## src/rtl/multicycle_controller_if.sv

```systemverilog
// Control bundle between the multi-cycle sequencer and the RV32I datapath.
// The controller takes the master view; the datapath takes the slave view.
interface multicycle_controller_if;
    logic [6:0] opcode;
    logic       zero;
    logic       mem_ready;

    logic       PCWrite;
    logic       AdrSrc;
    logic       MemWrite;
    logic       IRWrite;
    logic       RegWrite;
    logic [1:0] ResultSrc;
    logic [1:0] ALUSrcA;
    logic [1:0] ALUSrcB;
    logic [1:0] ALUOp;
    logic [1:0] ImmSrc;
    logic       instr_done;
    logic       error;
    logic [3:0] state;

    modport master (
        input  opcode, zero, mem_ready,
        output PCWrite, AdrSrc, MemWrite, IRWrite, RegWrite,
               ResultSrc, ALUSrcA, ALUSrcB, ALUOp, ImmSrc,
               instr_done, error, state
    );

    modport slave (
        output opcode, zero, mem_ready,
        input  PCWrite, AdrSrc, MemWrite, IRWrite, RegWrite,
               ResultSrc, ALUSrcA, ALUSrcB, ALUOp, ImmSrc,
               instr_done, error, state
    );
endinterface

```

## src/rtl/multicycle_controller.sv

```systemverilog
// Sequencing FSM for the multi-cycle RV32I core: fetch/decode/execute/writeback
// over one shared memory port, with a memory-wait timeout and a sticky error trap.
module multicycle_controller #(
    parameter int unsigned MEM_TIMEOUT = 15,
    parameter int unsigned CNT_W       = 8
) (
    input logic                      clk,
    input logic                      rst_n,
    multicycle_controller_if.master  bus
);
    localparam logic [6:0] OP_LW    = 7'b0000011;
    localparam logic [6:0] OP_SW    = 7'b0100011;
    localparam logic [6:0] OP_RTYPE = 7'b0110011;
    localparam logic [6:0] OP_ITYPE = 7'b0010011;
    localparam logic [6:0] OP_BEQ   = 7'b1100011;
    localparam logic [6:0] OP_JAL   = 7'b1101111;

    typedef enum logic [3:0] {
        S_FETCH    = 4'd0,
        S_DECODE   = 4'd1,
        S_MEMADR   = 4'd2,
        S_MEMREAD  = 4'd3,
        S_MEMWB    = 4'd4,
        S_MEMWRITE = 4'd5,
        S_EXECR    = 4'd6,
        S_EXECI    = 4'd7,
        S_ALUWB    = 4'd8,
        S_BEQ      = 4'd9,
        S_JAL      = 4'd10,
        S_ERROR    = 4'd11
    } state_t;

    state_t           state_q;
    state_t           state_d;
    logic [CNT_W-1:0] wait_cnt;
    logic             waiting;
    logic             timeout;

    // States that hold the memory port and may stall on mem_ready.
    assign waiting = (state_q == S_FETCH) || (state_q == S_MEMREAD) || (state_q == S_MEMWRITE);
    assign timeout = waiting && !bus.mem_ready && (wait_cnt == CNT_W'(MEM_TIMEOUT - 1));

    always_ff @(posedge clk) begin
        if (!rst_n) begin
            state_q  <= S_FETCH;
            wait_cnt <= '0;
        end else begin
            state_q <= state_d;
            if (state_d != state_q) begin
                wait_cnt <= '0;
            end else if (waiting && !bus.mem_ready) begin
                wait_cnt <= wait_cnt + CNT_W'(1);
            end
        end
    end

    always_comb begin
        state_d        = state_q;
        bus.PCWrite    = 1'b0;
        bus.AdrSrc     = 1'b0;
        bus.MemWrite   = 1'b0;
        bus.IRWrite    = 1'b0;
        bus.RegWrite   = 1'b0;
        bus.ResultSrc  = 2'b00;
        bus.ALUSrcA    = 2'b00;
        bus.ALUSrcB    = 2'b00;
        bus.ALUOp      = 2'b00;
        bus.ImmSrc     = 2'b00;
        bus.instr_done = 1'b0;
        bus.error      = 1'b0;
        bus.state      = 4'(state_q);

        case (bus.opcode)
            OP_SW:   bus.ImmSrc = 2'b01;
            OP_BEQ:  bus.ImmSrc = 2'b10;
            OP_JAL:  bus.ImmSrc = 2'b11;
            default: bus.ImmSrc = 2'b00;
        endcase

        case (state_q)
            S_FETCH: begin
                bus.ALUSrcB   = 2'b10;
                bus.ResultSrc = 2'b10;
                bus.IRWrite   = bus.mem_ready;
                bus.PCWrite   = bus.mem_ready;
                if (bus.mem_ready) state_d = S_DECODE;
                else if (timeout)  state_d = S_ERROR;
            end
            S_DECODE: begin
                bus.ALUSrcA = 2'b01;
                bus.ALUSrcB = 2'b01;
                case (bus.opcode)
                    OP_LW, OP_SW: state_d = S_MEMADR;
                    OP_RTYPE:     state_d = S_EXECR;
                    OP_ITYPE:     state_d = S_EXECI;
                    OP_BEQ:       state_d = S_BEQ;
                    OP_JAL:       state_d = S_JAL;
                    default:      state_d = S_ERROR;
                endcase
            end
            S_MEMADR: begin
                bus.ALUSrcA = 2'b10;
                bus.ALUSrcB = 2'b01;
                if (bus.opcode == OP_LW)      state_d = S_MEMREAD;
                else if (bus.opcode == OP_SW) state_d = S_MEMWRITE;
                else                          state_d = S_ERROR;
            end
            S_MEMREAD: begin
                bus.AdrSrc = 1'b1;
                if (bus.mem_ready) state_d = S_MEMWB;
                else if (timeout)  state_d = S_ERROR;
            end
            S_MEMWB: begin
                bus.ResultSrc  = 2'b01;
                bus.RegWrite   = 1'b1;
                bus.instr_done = 1'b1;
                state_d        = S_FETCH;
            end
            S_MEMWRITE: begin
                bus.AdrSrc     = 1'b1;
                bus.MemWrite   = 1'b1;
                bus.instr_done = bus.mem_ready;
                if (bus.mem_ready) state_d = S_FETCH;
                else if (timeout)  state_d = S_ERROR;
            end
            S_EXECR: begin
                bus.ALUSrcA = 2'b10;
                bus.ALUOp   = 2'b10;
                state_d     = S_ALUWB;
            end
            S_EXECI: begin
                bus.ALUSrcA = 2'b10;
                bus.ALUSrcB = 2'b01;
                bus.ALUOp   = 2'b10;
                state_d     = S_ALUWB;
            end
            S_ALUWB: begin
                bus.RegWrite   = 1'b1;
                bus.instr_done = 1'b1;
                state_d        = S_FETCH;
            end
            S_BEQ: begin
                bus.ALUSrcA    = 2'b10;
                bus.ALUOp      = 2'b01;
                bus.PCWrite    = bus.zero;
                bus.instr_done = 1'b1;
                state_d        = S_FETCH;
            end
            S_JAL: begin
                // PC takes the jump target from ALUOut while the ALU forms OldPC+4 for rd.
                bus.ALUSrcA = 2'b01;
                bus.ALUSrcB = 2'b10;
                bus.PCWrite = 1'b1;
                state_d     = S_ALUWB;
            end
            S_ERROR: begin
                bus.error = 1'b1;
            end
            default: state_d = S_ERROR;
        endcase

        // Held reset forces every output low regardless of the stored state.
        if (!rst_n) begin
            bus.PCWrite    = 1'b0;
            bus.AdrSrc     = 1'b0;
            bus.MemWrite   = 1'b0;
            bus.IRWrite    = 1'b0;
            bus.RegWrite   = 1'b0;
            bus.ResultSrc  = 2'b00;
            bus.ALUSrcA    = 2'b00;
            bus.ALUSrcB    = 2'b00;
            bus.ALUOp      = 2'b00;
            bus.ImmSrc     = 2'b00;
            bus.instr_done = 1'b0;
            bus.error      = 1'b0;
            bus.state      = 4'd0;
        end
    end
endmodule

```

## src/flat_wrapper.sv

```systemverilog
// flat-port wrapper written by rule: the top's interface ports become plain ports
module multicycle_controller_flat 
#(
    parameter int unsigned MEM_TIMEOUT = 15,
    parameter int unsigned CNT_W       = 8
)
  (clk, rst_n, bus_opcode, bus_zero, bus_mem_ready, bus_PCWrite, bus_AdrSrc, bus_MemWrite, bus_IRWrite, bus_RegWrite, bus_ResultSrc, bus_ALUSrcA, bus_ALUSrcB, bus_ALUOp, bus_ImmSrc, bus_instr_done, bus_error, bus_state);
  multicycle_controller_if bus_i ();
  input logic clk;
  input logic rst_n;
  input wire logic [$bits(bus_i.opcode)-1:0] bus_opcode;
  input wire logic [$bits(bus_i.zero)-1:0] bus_zero;
  input wire logic [$bits(bus_i.mem_ready)-1:0] bus_mem_ready;
  output wire logic [$bits(bus_i.PCWrite)-1:0] bus_PCWrite;
  output wire logic [$bits(bus_i.AdrSrc)-1:0] bus_AdrSrc;
  output wire logic [$bits(bus_i.MemWrite)-1:0] bus_MemWrite;
  output wire logic [$bits(bus_i.IRWrite)-1:0] bus_IRWrite;
  output wire logic [$bits(bus_i.RegWrite)-1:0] bus_RegWrite;
  output wire logic [$bits(bus_i.ResultSrc)-1:0] bus_ResultSrc;
  output wire logic [$bits(bus_i.ALUSrcA)-1:0] bus_ALUSrcA;
  output wire logic [$bits(bus_i.ALUSrcB)-1:0] bus_ALUSrcB;
  output wire logic [$bits(bus_i.ALUOp)-1:0] bus_ALUOp;
  output wire logic [$bits(bus_i.ImmSrc)-1:0] bus_ImmSrc;
  output wire logic [$bits(bus_i.instr_done)-1:0] bus_instr_done;
  output wire logic [$bits(bus_i.error)-1:0] bus_error;
  output wire logic [$bits(bus_i.state)-1:0] bus_state;
  assign bus_i.opcode = bus_opcode;
  assign bus_i.zero = bus_zero;
  assign bus_i.mem_ready = bus_mem_ready;
  assign bus_PCWrite = bus_i.PCWrite;
  assign bus_AdrSrc = bus_i.AdrSrc;
  assign bus_MemWrite = bus_i.MemWrite;
  assign bus_IRWrite = bus_i.IRWrite;
  assign bus_RegWrite = bus_i.RegWrite;
  assign bus_ResultSrc = bus_i.ResultSrc;
  assign bus_ALUSrcA = bus_i.ALUSrcA;
  assign bus_ALUSrcB = bus_i.ALUSrcB;
  assign bus_ALUOp = bus_i.ALUOp;
  assign bus_ImmSrc = bus_i.ImmSrc;
  assign bus_instr_done = bus_i.instr_done;
  assign bus_error = bus_i.error;
  assign bus_state = bus_i.state;
  multicycle_controller #(.MEM_TIMEOUT(MEM_TIMEOUT), .CNT_W(CNT_W)) u_core (.clk(clk), .rst_n(rst_n), .bus(bus_i));
endmodule
```

## config.mk

```make
export PLATFORM = sky130hd
export DESIGN_NAME = multicycle_controller_flat
export DESIGN_NICKNAME = d
export VERILOG_FILES = /design/src/rtl/multicycle_controller_if.sv /design/src/rtl/multicycle_controller.sv /design/src/flat_wrapper.sv
export SDC_FILE = /design/constraint.sdc
export NUM_CORES = 1
export LEC_CHECK = 0
export ABC_AREA = 1
export BUFFER_PORTS_ARGS = -buffer_cell sky130_fd_sc_hd__buf_2
export CAP_MARGIN = 20
export CORE_AREA = 2 2 61 46
export CTS_BUF_LIST = sky130_fd_sc_hd__clkbuf_16
export DETAILED_ROUTE_END_ITERATION = 10
export DIE_AREA = 0 0 63 48
export GPL_ROUTABILITY_DRIVEN = 1
export PLACE_DENSITY = 0.77
export SLEW_MARGIN = 20
export SYNTH_ARGS = -nofsm -noshare
export SYNTH_HDL_FRONTEND = slang
export SYNTH_SLANG_ARGS = --single-unit
```

## constraint.sdc

```tcl
create_clock -name clk -period 2.26 [get_ports clk]
set_clock_uncertainty 0.2 [all_clocks]
set_input_delay 0.226 -clock clk [delete_from_list [all_inputs] [get_ports clk]]
set_output_delay 0.226 -clock clk [all_outputs]
set_load 0.05 [all_outputs]
```

==> metrics.md <==
| Metric | Value |
|---|---|
| Cell chosen for the clock root | `sky130_fd_sc_hd__clkbuf_16` |
| Cells resized by post-CTS repair | `0` |
| Commonest cells in the netlist | `48 x sky130_fd_sc_hd__nand2_1, 35 x sky130_fd_sc_hd__nor2_1, 33 x sky130_fd_sc_hd__inv_1` |
| Static leakage power | `about 0.8 nW` |
| Initial Utilization | `0.501` |
| Max stage delay cell, worst path | `sky130_fd_sc_hd__dfxtp_1` |
| Portion of total power attributed to sequential cells | `0.209` |
| RSZ-0062 raised after global routing | `no` |
| Utilization after layout | `0.609` |
| Synthesized netlist net count | `222` |
| Relative slew margins | `0.659` |
| Design internal power | `0.000686 W` |
| GR Util met1 | `0.289` |
| Sequential area share after synthesis | `0.201` |
| Post-synth EDFFs | `0` |
| Final critical-path share of the clock period | `0.940` |
| Count of state elements after synthesis | `12` |
| Crit path capture type | `output port` |
| Met2 usage in global routing | `0.294` |
| Initial antenna violation count | `0` |
| Class of the tightest hold or removal check | `primary input to flop` |
| Total power | `between 0.001 and 0.0015 W` |
| Per-cell via count in the routed design | `roughly 4.8` |
| Post-route DRC | `0` |
| Detailed-router iteration count before antenna repair | `4` |
| Fillers | `231` |
| Max Transition Viols Final | `0` |
| Area of the core | `2380 µm²` |
| Yosys warns | `0` |
| Logic gate share of total power | `0.556` |
| Cts hold-fix bufs | `0` |
| Final worst path period need | `2120 ps` |
| Worst-margin pin slew | `511 ps` |
| Share of flip-flops with an asynchronous set or reset | `0` |
| Biggest area consumer among synthesized cells | `sky130_fd_sc_hd__dfxtp_1` |
| Clock buffer depth | `2` |
| Max incr delay on CP | `around 520 ps` |
| Post-synthesis instance area | `1190 µm²` |
| Number of port buffers | `31` |
| Fraction of final layout cells sized beyond drive strength 1 | `0.247` |
| Worst IR drop on VDD | `between 0.0004 and 0.0005 V` |
| Mean instance size in the synthesized netlist | `approximately 5.7 µm²` |
| Busiest layer in global routing | `met2` |
| Area share of the largest cell type after synthesis | `0.201` |
| Run status | `complete, no violations` |
| Path type of the worst setup path | `flop to output port` |
| Number of antenna diodes | `0` |
| Detailed-placement wirelength estimate | `2300 µm` |
| Worst skew pair latency | `240 ps` |
| Startpoint kind of the worst setup timing path | `flop` |
| Number of setup buffers added after CTS | `0` |
| Switching power of the nets | `0.000700 W` |
| Number of instances in the synthesized netlist | `209` |
| Hold violation count in the final report | `0` |
| Clock transition at the register clock pins on the worst setup and hold paths after CTS | `approximately 50 ps` |
| CP Data Required Time | `1830 ps` |
| Synth unique cells | `28` |
| Portion of total power attributed to the clock network | `0.235` |
| Wire length per cell | `~11 µm` |
| Htree depth | `1` |
| Setup violation total in the final timing report | `0` |
| Overall routed net length | `slightly below 3000 µm` |
| Initial detailed-routing violation count | `84` |
| FMAX | `between 0.4 and 0.5 GHz` |
| Total power divided by cell area | `approximately 950 nW/µm²` |
| Multi-input combinational cell area | `797 µm²` |
| Overall routing resource usage | `0.211` |
| TritonCTS clock tree | `built` |
| Wire length of the first global-routing pass | `4800 µm` |
| DIE HEIGHT | `48 µm` |
| Remaining global-route overflow | `0` |
| CP dominant cell by count | `sky130_fd_sc_hd__inv_1` |
| Count of vias placed by the detailed router | `1,308` |
| Layout Nets | `253` |
| Largest net degree at the start of global routing | `17` |
| FF+latch area | `240 µm²` |
| Number of core rows | `15` |
| Synth Flop Type | `sky130_fd_sc_hd__dfxtp_1` |
| Max Fanout on Critical Path | `10` |
| Die outline area | `between 3000 and 4000 µm²` |
| Leading cell type by number of instances after synthesis | `sky130_fd_sc_hd__nand2_1` |
| Routability congestion estimate from global placement | `0.953` |
| Cells taking the most area after synthesis | `sky130_fd_sc_hd__dfxtp_1 20%, sky130_fd_sc_hd__nand2_1 15%, sky130_fd_sc_hd__nor2_1 11%` |
| Sw Ratio | `0.505` |
| Clock buffers created by TritonCTS | `3` |
| Global Route met3 Usage | `0.0918` |
| I/O pin total | `32` |
| Clk sinks | `12` |
| Horiz. Die Dim | `63 µm` |
| Number of global-route vias before repair | `1,083` |
| Critical Path, Cell by Cell | `inv_2 -> nor2_1 -> inv_1 -> nor2_2 -> inv_1 -> o21ai_1 -> buf_2` |
| Post-route ant nets | `0` |
| Max Cap Viol | `0` |
| Data arrival at the endpoint of the critical path | `1700 ps` |
| Area Growth Syn to Fin | `21.6%` |
power groups by stage:
stage | logic (W) | registers [W] | clock network, W
after floorplan | 0.000676 | 0.000256 | 0
after global placement | 0.000766 | 0.000290 | 0
after detailed placement | 0.000761 | 0.000290 | 0
after CTS | 0.000767 | 0.000287 | 0.000329
after global routing | 0.000855 | 0.000295 | 0.000341
final | 0.000771 | 0.000289 | 0.000326
through the flow:
step                      worst slack (ps)  instances  instance area (µm²)  hold slack (ps)  TNS (ps)
after global placement                 247        269                 1370              344         0
final                                  136        273                 1450             94.4         0
after floorplan                      -4.81        209                 1210              296     -4.81
after global routing                  4.92        273                 1450              138         0
after detailed placement               238        269                 1370              347         0
after CTS                              162        273                 1450             94.4         0
logic make-up (layout without fill, tap and decap cells):
| logic type | after synthesis | in the layout | synth area share |
|---|---|---|---|
| AOI/OAI and AO/OA | 20 | 20 | 0.0911 |
| xor gates and xnor gates | 6 | 6 | 0.0440 |
| adders and majority gates | 2 | 2 | 0.0209 |
| buffers and inverters | 42 | 72 | 0.148 |
| DFF | 12 | 12 | 0.201 |
| muxes | 1 | 1 | 0.00838 |
| and+or+nand+nor | 126 | 126 | 0.487 |
path summary, 6_finish.rpt:
path,from,end,slack (ps),cells after the start
max reg2reg,u_core.state_q[1],u_core.wait_cnt[6],190,12
min reg2reg,u_core.wait_cnt[2],u_core.wait_cnt[2],390,3
min,rst_n,u_core.state_q[0],90,3
max,u_core.state_q[1],bus_ALUSrcA[1],140,7
state kept, by name, summed over array words and instances (netlist names):
| name | flops |
|---|---|
| u_core.state_q | 4 |
| u_core.wait_cnt | 8 |
final cells by class:
| cell class | count | area share |
|---|---|---|
| Multi-Input combinational cell | 155 | 0.549 |
| Sequential cell | 12 | 0.165 |
| Timing Repair Buffer | 31 | 0.107 |
| Inverter | 37 | 0.0956 |
| Clock buffer | 3 | 0.0517 |
| Tap cell | 34 | 0.0293 |
| Clock inverter | 1 | 0.00258 |
layer usage:
| metal | up-vias | part of all wire |
|---|---|---|
| met5 | - | 0 |
| met4 | 0 | 0.011 |
| met3 | 5 | 0.11 |
| met2 | 59 | 0.37 |
| met1 | 534 | 0.52 |
| li1 | 710 | - |
critical path: cells and delay by family (launching register included):
| kind | cells | cell delay (ps) |
|---|---|---|
| compound gates | 1 | 120 |
| buf+inv | 4 | 550 |
| flops | 1 | 520 |
| simple gates | 2 | 260 |
placed cells by master, fill, tap and decap left out, drive strengths merged, types with 2 or more instances in the layout:
master and count:
nand2 54, nor2 43, inv 37, buf 31, nand3 17, dfxtp 12
a21oi 9, o21ai 7, xor2 6, nand4 4, nor3 4, clkbuf 3
and3 2, ha 2, nor4 2
Power figures use the tool's default switching activity.
